`src/rtl/instr_fetch.sv`:
```
// Fetch stage: issues one req/ready read per pc, presents the word to if_id,
// and drives pc write-enable with stall, flush, misalign and timeout handling.
module instr_fetch #(
  parameter logic [31:0] NOP_INSTR      = 32'h0000_0000,
  parameter int unsigned TIMEOUT_CYCLES = 255
) (
  input  logic        clock,
  input  logic        rst,
  input  logic [31:0] pc,
  input  logic        flush,
  input  logic        idStall,
  output logic        memReq,
  output logic [31:0] memAddr,
  input  logic        memReady,
  input  logic [31:0] memData,
  output logic [31:0] instruction,
  output logic        valid,
  output logic [31:0] pcIncr,
  output logic        pcWe,
  output logic        fetchErr
);

  localparam logic [7:0] TMO = 8'(TIMEOUT_CYCLES);

  typedef enum logic [2:0] {
    S_IDLE,
    S_WAIT,
    S_HOLD,
    S_DRAIN,
    S_ERR
  } state_e;

  state_e      state_q, state_d;
  logic        req_q, req_d;
  logic [31:0] addr_q, addr_d;
  logic [31:0] instr_q, instr_d;
  logic        valid_q, valid_d;
  logic        err_q, err_d;
  logic [7:0]  cnt_q, cnt_d;
  logic        we;

  logic       timeout;
  logic [7:0] cnt_inc;

  assign timeout = (cnt_q == TMO);
  assign cnt_inc = timeout ? cnt_q : cnt_q + 8'd1;

  always_comb begin
    state_d = state_q;
    req_d   = req_q;
    addr_d  = addr_q;
    instr_d = instr_q;
    valid_d = valid_q;
    err_d   = err_q;
    cnt_d   = cnt_q;
    we      = 1'b0;
    unique case (state_q)
      S_IDLE: begin
        instr_d = NOP_INSTR;
        valid_d = 1'b0;
        if (flush) begin
          we = 1'b1;
        end else if (pc[1:0] != 2'b00) begin
          err_d   = 1'b1;
          state_d = S_ERR;
        end else begin
          req_d   = 1'b1;
          addr_d  = pc;
          cnt_d   = 8'd0;
          state_d = S_WAIT;
        end
      end
      S_WAIT: begin
        if (flush) begin
          we      = 1'b1;
          instr_d = NOP_INSTR;
          valid_d = 1'b0;
          if (memReady) begin
            req_d   = 1'b0;
            state_d = S_IDLE;
          end else begin
            cnt_d   = cnt_inc;
            state_d = S_DRAIN;
          end
        end else if (memReady) begin
          req_d   = 1'b0;
          instr_d = memData;
          valid_d = 1'b1;
          if (!idStall) begin
            we      = 1'b1;
            state_d = S_IDLE;
          end else begin
            state_d = S_HOLD;
          end
        end else if (timeout) begin
          req_d   = 1'b0;
          err_d   = 1'b1;
          state_d = S_ERR;
        end else begin
          cnt_d = cnt_q + 8'd1;
        end
      end
      S_HOLD: begin
        if (flush) begin
          we      = 1'b1;
          instr_d = NOP_INSTR;
          valid_d = 1'b0;
          state_d = S_IDLE;
        end else if (!idStall) begin
          we      = 1'b1;
          state_d = S_IDLE;
        end
      end
      S_DRAIN: begin
        // the flushed read is still owed by memory; wait it out
        we = flush;
        if (memReady) begin
          req_d   = 1'b0;
          state_d = S_IDLE;
        end else if (timeout) begin
          req_d   = 1'b0;
          err_d   = 1'b1;
          state_d = S_ERR;
        end else begin
          cnt_d = cnt_q + 8'd1;
        end
      end
      S_ERR: begin
        req_d   = 1'b0;
        instr_d = NOP_INSTR;
        valid_d = 1'b0;
      end
      default: begin
        state_d = S_IDLE;
      end
    endcase
  end

  always_ff @(posedge clock) begin
    if (rst) begin
      state_q <= S_IDLE;
      req_q   <= 1'b0;
      addr_q  <= 32'd0;
      instr_q <= NOP_INSTR;
      valid_q <= 1'b0;
      err_q   <= 1'b0;
      cnt_q   <= 8'd0;
    end else begin
      state_q <= state_d;
      req_q   <= req_d;
      addr_q  <= addr_d;
      instr_q <= instr_d;
      valid_q <= valid_d;
      err_q   <= err_d;
      cnt_q   <= cnt_d;
    end
  end

  assign memReq      = req_q;
  assign memAddr     = addr_q;
  assign instruction = instr_q;
  assign valid       = valid_q;
  assign fetchErr    = err_q;
  assign pcIncr      = addr_q + 32'd4;
  assign pcWe        = we & ~rst;

endmodule

```
`config.mk`:
```
export PLATFORM = sky130hd
export DESIGN_NAME = instr_fetch
export DESIGN_NICKNAME = d
export VERILOG_FILES = /design/src/rtl/instr_fetch.sv
export SDC_FILE = /design/constraint.sdc
export NUM_CORES = 1
export LEC_CHECK = 0
export BUFFER_PORTS_ARGS = -buffer_cell sky130_fd_sc_hd__buf_2
export CAP_MARGIN = 20
export CORE_MARGIN = 8
export CORE_UTILIZATION = 35
export CTS_BUF_LIST = sky130_fd_sc_hd__clkbuf_4 sky130_fd_sc_hd__clkbuf_8 sky130_fd_sc_hd__clkbuf_16
export DETAILED_ROUTE_END_ITERATION = 7
export PLACE_DENSITY = 0.68
export SKIP_LAST_GASP = 1
export SLEW_MARGIN = 20
export SYNTH_ARGS = -nofsm -noshare
export SYNTH_HDL_FRONTEND = slang
export SYNTH_SLANG_ARGS = --single-unit
```
`constraint.sdc`:
```
create_clock -name clock -period 6.15 [get_ports clock]
set_input_delay 1.23 -clock clock [delete_from_list [all_inputs] [get_ports clock]]
set_output_delay 1.23 -clock clock [all_outputs]
set_load 0.01 [all_outputs]
```
==> After elaboration in Yosys (flattened, before gate mapping) <==
Cells that the tools add are included.
{ "totals": {"elab_cells": 86, "register_bits": 78} }
{ "op_classes": {"n_eq_ne": 15, "bitwise_logic": 5, "addsub": 2, "n_mux": 43, "n_reduce_logical": 14} }
{ "ops": {"columns": ["cell", "n"], "rows": [
  ["32-bit two-way mux", 3],
  ["32-bit one-hot mux with 3 select lines", 1],
  ["32-bit by 3-bit adder with 32-bit output, second input constant", 1],
  ["8-bit two-way mux", 4],
  ["3-bit two-way mux", 8],
  ["1-bit two-way mux", 19],
  ["8-bit one-hot mux with 2 select lines", 1],
  ["3-bit one-hot mux with 5 select lines", 1],
  ["2-bit inequality test, second input constant", 7],
  ["3-bit inequality test, second input constant", 3],
  ["3-bit AND reduction", 3],
  ["8-bit by 1-bit adder with 8-bit output, second input constant", 1],
  ["8-bit equality test, second input constant", 1],
  ["1-bit one-hot mux with 4 select lines", 2],
  ["4-bit AND reduction", 2],
  ["3-bit by 2-bit equality test with 1-bit output, second input constant", 2],
  ["1-bit one-hot mux with 3 select lines", 2],
  ["3-bit nonzero test", 2],
  ["5-bit AND reduction", 1],
  ["2-bit two-way mux", 2],
  ["1-bit inverter", 4],
  ["2-bit nonzero test", 2],
  ["4-bit nonzero test", 1],
  ["2-bit OR reduction", 2],
  ["other kinds (4)", 4]
]} }

==> Logic depth before layout (Yosys ltp) <==
Gate-level depths: netlist of run 1.
{ "depth": {"ltp_word": 5, "depth_mapped": 7, "depth_no_buf": 5} }

==> Worst setup path before layout of run 1 <==
No wires, ideal clock.
{ "synth_timing": {"path_type": "input-to-output", "startpoint": "in rst", "endpoint": "out pcWe", "path_stages": 3, "required_ns": 4.920, "path_slack_ns": 3.017, "n_path_buf": 2, "t_arrival_ns": 1.903, "cell_sequence": "clkbuf_1 > clkbuf_1 > nor3_1"} }
{ "synth_between": {"elab_chain_len": 2} }
{ "synth_rtl": {"columns": ["item", "line_no", "rtl"], "rows": [
  ["start, declared", "8", "input logic rst,"],
  ["1-bit inverter", "165", "assign pcWe = we & ~rst;"],
  ["1-bit AND", "165", null],
  ["end, declared", "19", "output logic pcWe,"]
]} }
Every way passes these cells.

==> Worst setup path in the final report of run 1 <==
{ "layout_timing": {"startpoint": "reg addr_q[2] (netlist: memAddr[2])", "endpoint": "out pcIncr[26]"} }
{ "layout_between": {"elab_chain_len": 1} }
{ "layout_rtl": {"columns": ["item", "line_no", "rtl"], "rows": [
  ["start, declared", "35", "logic [31:0] addr_q, addr_d;"],
  ["start signal, assigned", "151", "addr_q <= addr_d;"],
  ["32-bit by 3-bit adder with 32-bit output", "164", "assign pcIncr = addr_q + 32'd4;"],
  ["end, declared", "18", "output logic [31:0] pcIncr,"]
]} }
Every way passes these cells.

==> results.yml, run 1 <==
pwr:
  power.density_mw_per_mm2: 242
  vdd_drop_max_mv: 0.152
  p_leak_nw: 2.22
synth:
  yosys-top-cells-area: "dfxtp_1 40%, o31a_1 7.3%, nand2_1 7.1%"
  seq_area_frac_synth_pct: 39.5
  netlist_area_sq_mm: 0.00395
  synth_fp_nets: 579
  async_reset_ff_share_pct: 0
  synthFlopType: "dfxtp_1"
  synth_edf_count: 0
  synth_area_per_cell_sq_um: 7.77
  yosysWarnings: 0
  yosysTopAreaCell: "dfxtp_1"
  ys_ff_latch: 78
  synth_top_area_share_pct: 39.5
  synthCells: 508
  yosysUniqueCellTypes: 50
clocking:
  numClockSinks: 78
  post_cts_resized: 0
  cts-root-buf: "clkbuf_16"
  cts_tree: "done"
  ctsHtreeMaxLevel: 3
  holdBufCountCts: 0
  numCtsBuffers: 9
  clk_pin_slew_ns: 0.05
  post_cts_buffers: 0
  clk_path_buf_depth: 2
  clock_latency_ns: 0.33
hold_path:
  hp-class: "register to register"
placement:
  gp_congestion: 0.938
  hpwl_um: 9070
  port_buffers: 168
  dpl_cell_area_sq_mm: 0.00486
  pre_cts_slack_ns: 2.72
flow_run:
  drv_cap: 0
routing:
  drt_first_pass_iters: 4
  wire_per_inst_um: 15.3
  wl_um: 12300
  dr_wl_met3_um: 1550
  drtIter0Drc: 297
  avgViaCountPerCell: 5.16
  wl_met1_um: 5180
  drc: 0
  vias: 4140
  final_antenna_net_count: 0
  met2_length_um: 5350
  topRoutingLayerUsed: "met4"
layout:
  fin_nets: 729
  most-common-layout-cells: "168 x buf_2, 78 x dfxtp_1, 75 x nand2_1"
  stdcell_area_sq_mm: 0.00520
  drive_gt1_share_pct: 30.8
  layout_commonest_cell: "buf_2"
  syn2layout_area_growth_pct: 31.7
  diodes: 0
  nFillCells: 1086
status:
  status: "finished, final reports clean"
timing:
  finalCriticalPeriod_ns: 3.66
  whs_ns: 0.462
  tightestPinTransition_ns: 0.953
  fin_worst_skew_ns: 0.00624
  slew_headroom_pct: 36.3
  drv_slew: 0
  clock.fmax_mhz: 273
  postLayoutSetupSlackWorst_ns: 2.49
  rsz0062_at_grt: "false"
  finalSetupTns_ns: 0
  finalSetupViolCount: 0
  finalCritPeriodShare_pct: 59.5
  timing.final.hold_violations: 0
floorplanning:
  core_sq_mm: 0.0109
  dieWidth_um: 122
  num_io_pins: 169
  core.rowCount: 38
  die_y_um: 122
  fp.dieArea_sq_mm: 0.0149
  start_util_pct: 36.1
critical_path:
  worstPathMaxFanout: 8
  crit_arrival_ns: 2.43
  critPathRequiredTime_ns: 4.92
  slowest_delay_ns: 0.75
  startpoint_type: "register"
  cp_cell_sequence: "ha_1 > nand3_1 > nor4_2 > nand4_1 > xnor2_1 > buf_2"
  end_kind: "output port"
  crit_buf_inv: 1
  cp_top_family: "simple AND/OR/NAND/NOR gates"
  cp_slowest_cell: "nor4_2"
  crit_type: "register to output port"
grt:
  grt_pass1_wl_um: 19700
  overflow: 0
  grt_max_degree: 73
  grt_pass1_vias: 4183
  antenna_found_initial: 0
  grtUsageTotal_pct: 16.0
cell type report:
cell class / instances / area (sq um) / share of cell area, %
clock buffer: 11 / 246 / 4.74
clock inverter: 4 / 95.1 / 1.83
inverter: 37 / 139 / 2.67
multi-input combinational: 359 / 2100 / 40.5
sequential: 78 / 1560 / 30.0
tap: 140 / 175 / 3.37
timing repair buffer: 173 / 878 / 16.9
worst paths after layout:
kind	from	end	slack [ns]	cells after the start
worst min-delay path	fetchErr	fetchErr	0.46	2
worst max-delay path	memAddr[2]	pcIncr[26]	2.49	6
worst max register to register	state_q[2]	cnt_q[5]	4.02	4
worst min register to register	fetchErr	fetchErr	0.46	2
metrics by stage:
stage,std cells,utilization (%),total power [W]
3_3_place_gp,787,44.4,0.000660
2_1_floorplan,508,-,0.000606
5_1_grt,802,47.5,0.00131
3_5_place_dp,787,44.4,0.000663
6_report,802,47.5,0.00126
4_1_cts,802,47.5,0.00128
tightest hold or removal path, delay by kind of cell, from the launching register on:
kind	cells	cell delay (ns)
AOI/OAI and AO/OA	1	0.05
DFF	1	0.32
buffers and inverters	1	0.05
cell usage after synthesis, types with 2 or more instances:
master and count:
a211oi_1 2, nand4_1 13, buf_2 16, nor3_1 6
inv_1 37, and3_1 2, nand3b_1 2, and2_1 3
nor4_1 2, nor3_2 3, clkbuf_1 15, and4_1 2
nand2b_1 5, buf_4 2, or3_1 4, nand2_1 75
and4b_1 3, xor2_1 12, dfxtp_1 78, o31ai_1 3
or4_1 2, nor2_1 53, ha_1 2, o31a_1 33
a21oi_1 39, a21boi_0 6, xnor2_1 16, o21ai_0 9
nand3_1 41, nor2b_1 2
report_power, final:
group          internal, W  total, W  leakage, nW  switching, W
Sequential        0.000515  0.000533        0.630     0.0000175
Clock             0.000409  0.000604        0.169      0.000195
Combinational    0.0000463  0.000119         1.42     0.0000725
routing by layer:
metal,vias up,track usage [%]
met3,15,6.20
met2,201,26.2
met4,0,6.55
li1,2038,-
met1,1886,18.5
met5,-,0
kinds of logic (layout without fill, tap and decap cells):
group / Yosys count / count (layout) / share of synthesized area, %
flip-flops: 78 / 78 / 39.5
XOR/XNOR: 28 / 28 / 6.21
adder cells (fa/ha/maj): 2 / 2 / 0.634
buffers and inverters: 71 / 225 / 7.45
AO/OA/AOI/OAI: 99 / 99 / 16.9
AND/OR/NAND/NOR: 230 / 230 / 29.3
sequential cells by signal, indices dropped and copies added (netlist names):
| name | cells |
|---|---|
| instruction | 32 |
| cnt_q | 8 |
| state_q | 3 |
| valid | 1 |
| memAddr | 32 |
| memReq | 1 |
| fetchErr | 1 |
Note: power is estimated with default switching activity, not from simulation.
==> inputs of run 2 (changes only) <==
ABC_AREA = 1   (was not set)
clock period = 3.6 ns   (was 6.15 ns; I/O delays follow)
==> run 2 against run 1 <==
First-iteration DRC count fell by 1.0%. Clock-buffer cell count fell by 1. Sequential cell count did not move. Register-to-register slack got worse by 2.4 ns. Wire length rose by 2.7%. Sequential share of layout area rose by 1.1 points. Final area fell by 3.5%. Largest power group is now sequential cells. Highest routed layer unchanged.
==> results.yml, run 2 <==
layout:
  fin_nets: 795
  most-common-layout-cells: "168 x buf_2, 151 x nand2_1, 79 x nor2_1"
  syn2layout_area_growth_pct: 29.1
  diodes: 0
  layout_commonest_cell: "buf_2"
  drive_gt1_share_pct: 27.7
  stdcell_count: 869
  stdcell_area_sq_mm: 0.00502
  utilization_pct: 46.3
clocking:
  cts-root-buf: "clkbuf_8"
  cts_tree: "done"
  clk_pin_slew_ns: 0.08
  clk_path_buf_depth: 2
  post_cts_resized: 0
  ctsHtreeMaxLevel: 3
  numClockSinks: 78
  post_cts_buffers: 0
  holdBufCountCts: 0
  clock_latency_ns: 0.34
  numCtsBuffers: 9
synth:
  synth_fp_nets: 635
  netlist_area_sq_mm: 0.00389
  yosysUniqueCellTypes: 32
  seq_area_frac_synth_pct: 40.2
  post-synth-top-count-cell: "nand2_1"
  synth_common_cells: "151 x nand2_1, 79 x nor2_1, 78 x dfxtp_1"
  synth_top_area_share_pct: 40.2
  synthFlopType: "dfxtp_1"
  synth_area_per_cell_sq_um: 6.89
  async_reset_ff_share_pct: 0
  synth_edf_count: 0
  synthCells: 564
  yosys-top-cells-area: "dfxtp_1 40%, nand2_1 15%, nor2_1 7.6%"
  yosysWarnings: 0
  yosysTopAreaCell: "dfxtp_1"
  ys_ff_latch: 78
timing:
  timing.final.hold_violations: 0
  fin_worst_skew_ns: 0.00651
  whs_ns: 0.454
  slew_headroom_pct: 54.1
  clock.fmax_mhz: 349
  finalCriticalPeriod_ns: 2.86
  finalSetupTns_ns: 0
  tightestPinTransition_ns: 0.688
  drv_slew: 0
  finalSetupViolCount: 0
  rsz0062_at_grt: "false"
  finalCritPeriodShare_pct: 79.5
routing:
  vias: 4189
  drc: 0
  avgViaCountPerCell: 4.82
  drtIter0Drc: 294
  wire_per_inst_um: 14.5
  drt_first_pass_iters: 4
  final_antenna_net_count: 0
  wl_um: 12600
critical_path:
  crit_arrival_ns: 2.14
  end_kind: "output port"
  critPathRequiredTime_ns: 2.88
  startpoint_type: "register"
  crit_buf_inv: 1
  slowest_delay_ns: 0.40
  cp_top_family: "simple AND/OR/NAND/NOR gates"
  cp_cell_sequence: "ha_1 > nand2_1 > nor2_1 > nand2_1 > nor2_1 > nand2_1 > nor2_1 > xor2_1 > buf_2"
  worstPathMaxFanout: 5
  crit_type: "register to output port"
  cp_slowest_cell: "dfxtp_1"
flow_run:
  drv_cap: 0
placement:
  hpwl_um: 9890
  port_buffers: 168
  dpl_cell_area_sq_mm: 0.00479
  dp.cells: 852
  gp_congestion: 0.931
floorplanning:
  die_y_um: 121
  start_util_pct: 35.9
  num_io_pins: 169
  core_sq_mm: 0.0108
  core.rowCount: 38
  dieWidth_um: 121
  fp.dieArea_sq_mm: 0.0147
pwr:
  power.density_mw_per_mm2: 379
  p_leak_nw: 2.26
  vdd_drop_max_mv: 0.240
hold_path:
  hp-class: "register to register"
grt:
  antenna_found_initial: 0
  grtUsageTotal_pct: 16.6
  grt_max_degree: 48
  grt_pass1_vias: 4218
  grt_pass1_wl_um: 20000
  overflow: 0
status:
  status: "finished, final reports clean"
[run 2: where the power goes]
group | total (W) | switching [W] | internal [W]
Combinational | 0.000263 | 0.000161 | 0.000102
Sequential | 0.000922 | 0.0000328 | 0.000889
Clock | 0.000718 | 0.000321 | 0.000397
Total | 0.00190 | 0.000514 | 0.00139
[run 2: logic make-up after synthesis]
logic type / Yosys count / share of synthesized area [%]
and+or+nand+nor: 282 / 30.8
AOI/OAI and AO/OA: 105 / 13.8
DFF: 78 / 40.2
adders and majority gates: 2 / 0.644
xor gates and xnor gates: 29 / 6.53
buffers and inverters: 68 / 8.01
[run 2: layout make-up]
type / count / area, sq um
multi-input cells: 418 / 2010
clock inverters: 6 / 86.3
fillers: 1118 / 5820
flip-flops and latches: 78 / 1560
repair buffers: 173 / 882
well taps: 140 / 175
clock buffers: 10 / 131
inverters: 44 / 166
[run 2: tightest hold or removal path: cells and delay by family, from the launching register on]
family | cells | cell delay (ns)
AOI/OAI and AO/OA | 1 | 0.05
DFF | 1 | 0.31
buffers and inverters | 1 | 0.04
[run 2: layer usage]
layer,global-route usage (%),share of wire (%),vias up
met5,0,0,-
met4,6.63,0.78,0
met3,6.56,11,6
met2,26.7,45,167
met1,19.3,42,1884
li1,-,-,2132
[run 2: final timing paths]
| kind | from | end | slack (ns) | depth (start not counted) |
|---|---|---|---|---|
| setup reg to reg | state_q[0] | valid | 1.58 | 7 |
| hold reg to reg | fetchErr | fetchErr | 0.45 | 2 |
| setup / recovery | memAddr[2] | pcIncr[24] | 0.74 | 9 |
| hold / removal | fetchErr | fetchErr | 0.45 | 2 |
[run 2: metrics by stage]
stage / worst slack, ns / total power (W)
floorplan: 1.37 / 0.00109
global placement: 1.13 / 0.00120
detailed placement: 1.09 / 0.00121
CTS: 0.696 / 0.00194
global route: 0.532 / 0.00200
finish: 0.736 / 0.00190
==> inputs of run 3 (changes only) <==
clock period = 2.9 ns   (was 3.6 ns; I/O delays follow)
==> run 3 against run 2 <==
Wire length rose by 0.36%. Total power rose by 25%. Final area barely moved. Die area did not move. Non-clock buffer count did not move. Global-route usage rose by 0.19 points. Sequential share of layout area barely moved. Setup slack got worse by 0.47 ns. Hold slack improved by 0.0041 ns. Critical path type unchanged. Highest routed layer unchanged.
==> results.yml, run 3 (synthesized netlist as in run 2, its figures left out) <==
grt:
  grtUsageMet3_pct: 6.70
  grt_busiest_layer: "met2"
  use_met1_pct: 19.7
  gr-usage-met2_pct: 27.6
  antenna_found_initial: 0
  grt_pass1_vias: 4215
  grt_max_degree: 41
  overflow: 0
  grtUsageTotal_pct: 16.8
  grt_pass1_wl_um: 20200
layout:
  syn2layout_area_growth_pct: 29.1
  drive_gt1_share_pct: 27.7
  diodes: 0
  fin_nets: 795
  layout_commonest_cell: "buf_2"
  most-common-layout-cells: "168 x buf_2, 151 x nand2_1, 79 x nor2_1"
timing:
  tightestPinTransition_ns: 0.651
  finalSetupTns_ns: 0
  finalSetupViolCount: 0
  slew_headroom_pct: 56.6
  fin_worst_skew_ns: 0.0198
  finalCriticalPeriod_ns: 2.63
  clock.fmax_mhz: 380
  rsz0062_at_grt: "false"
  timing.final.hold_violations: 0
  drv_slew: 0
  finalCritPeriodShare_pct: 90.8
routing:
  vias: 4204
  final_antenna_net_count: 0
  wire_per_inst_um: 14.6
  drt_first_pass_iters: 5
  drc: 0
  wl_um: 12700
  drtIter0Drc: 353
  avgViaCountPerCell: 4.84
clocking:
  post_cts_buffers: 0
  numCtsBuffers: 9
  numClockSinks: 78
  holdBufCountCts: 0
  ctsHtreeMaxLevel: 3
  cts_tree: "done"
  cts-root-buf: "clkbuf_8"
  post_cts_resized: 0
  clock_latency_ns: 0.34
  clk_path_buf_depth: 2
  clk_pin_slew_ns: 0.09
floorplanning:
  num_io_pins: 169
  fp.dieArea_sq_mm: 0.0147
  core_sq_mm: 0.0108
  start_util_pct: 35.9
  die_y_um: 121
  core.rowCount: 38
  dieWidth_um: 121
critical_path:
  worstPathMaxFanout: 5
  crit_type: "register to output port"
  startpoint_type: "register"
  slowest_delay_ns: 0.40
  critical_path_cell_count: 8
  end_kind: "output port"
  worst_r2r_path_depth: 7
  cp_cell_sequence: "ha_1 > nand3_1 > nor2_1 > nand2_1 > nor2_1 > nand2_1 > xor2_1 > buf_2"
  startpoint: "memAddr[2]"
  crit_arrival_ns: 2.05
  critPathRequiredTime_ns: 2.32
  cp_top_family: "simple AND/OR/NAND/NOR gates"
  reg2reg_from: "state_q[0]"
  rrSetupSlack_ns: 0.91
  cp_slowest_cell: "dfxtp_1"
  crit_buf_inv: 1
  r2r_end: "valid"
  cp-endpoint: "pcIncr[26]"
status:
  status: "finished, final reports clean"
pwr:
  p_leak_nw: 2.25
  finalPower_w: 0.00238
  power.density_mw_per_mm2: 474
  vdd_drop_max_mv: 0.322
placement:
  port_buffers: 168
  gp_congestion: 0.908
  hpwl_um: 9930
flow_run:
  drv_cap: 0
hold_path:
  hp-class: "register to register"
[run 3: worst min-delay path, cell delays in order, from the launching register on]
cell and delay (ns):
dfxtp_1 0.32, inv_1 0.05, a21oi_1 0.05
[run 3: layer usage]
metal	part of all wire [%]	wire, um	up-vias
met4	0.96	121	0
met5	0	0	-
met3	10	1330	6
met2	45	5750	175
met1	43	5470	1887
li1	-	-	2136
[run 3: area by class of cell]
cell class,instances,area [sq um]
well taps,140,175
fillers,1136,5820
clock buffers,11,139
flip-flops and latches,78,1560
clock inverters,5,83.8
repair buffers,173,878
multi-input cells,418,2010
inverters,44,166
[run 3: how the worst min path moves through the flow]
| stage | slack (ns) | to | depth (start not counted) | from |
|---|---|---|---|---|
| after floorplan | 0.47 | fetchErr | 2 | fetchErr |
| after global placement | 0.44 | fetchErr | 2 | fetchErr |
| after detailed placement | 0.45 | fetchErr | 2 | fetchErr |
| after CTS | 0.46 | instruction[8] | 3 | memData[8] |
| after global routing | 0.46 | instruction[8] | 3 | memData[8] |
| final | 0.46 | fetchErr | 2 | fetchErr |
[run 3: power breakdown]
part / switching [W] / internal [W]
combinational: 0.000199 / 0.000126
clock: 0.000404 / 0.000506
sequential: 0.0000420 / 0.00110
total: 0.000645 / 0.00174
[run 3: per-stage QoR]
step | worst slack [ns] | utilization (%) | area [sq um] | instances | hold WS (ns)
finish | 0.267 | 46.3 | 5020 | 869 | 0.459
global route | 0.116 | 46.3 | 5020 | 869 | 0.459
CTS | 0.249 | 46.3 | 5020 | 869 | 0.456
detailed placement | 0.632 | 44.2 | 4800 | 853 | 0.449
global placement | 0.718 | 44.2 | 4800 | 853 | 0.438
floorplan | 0.810 | - | 3890 | 564 | 0.474
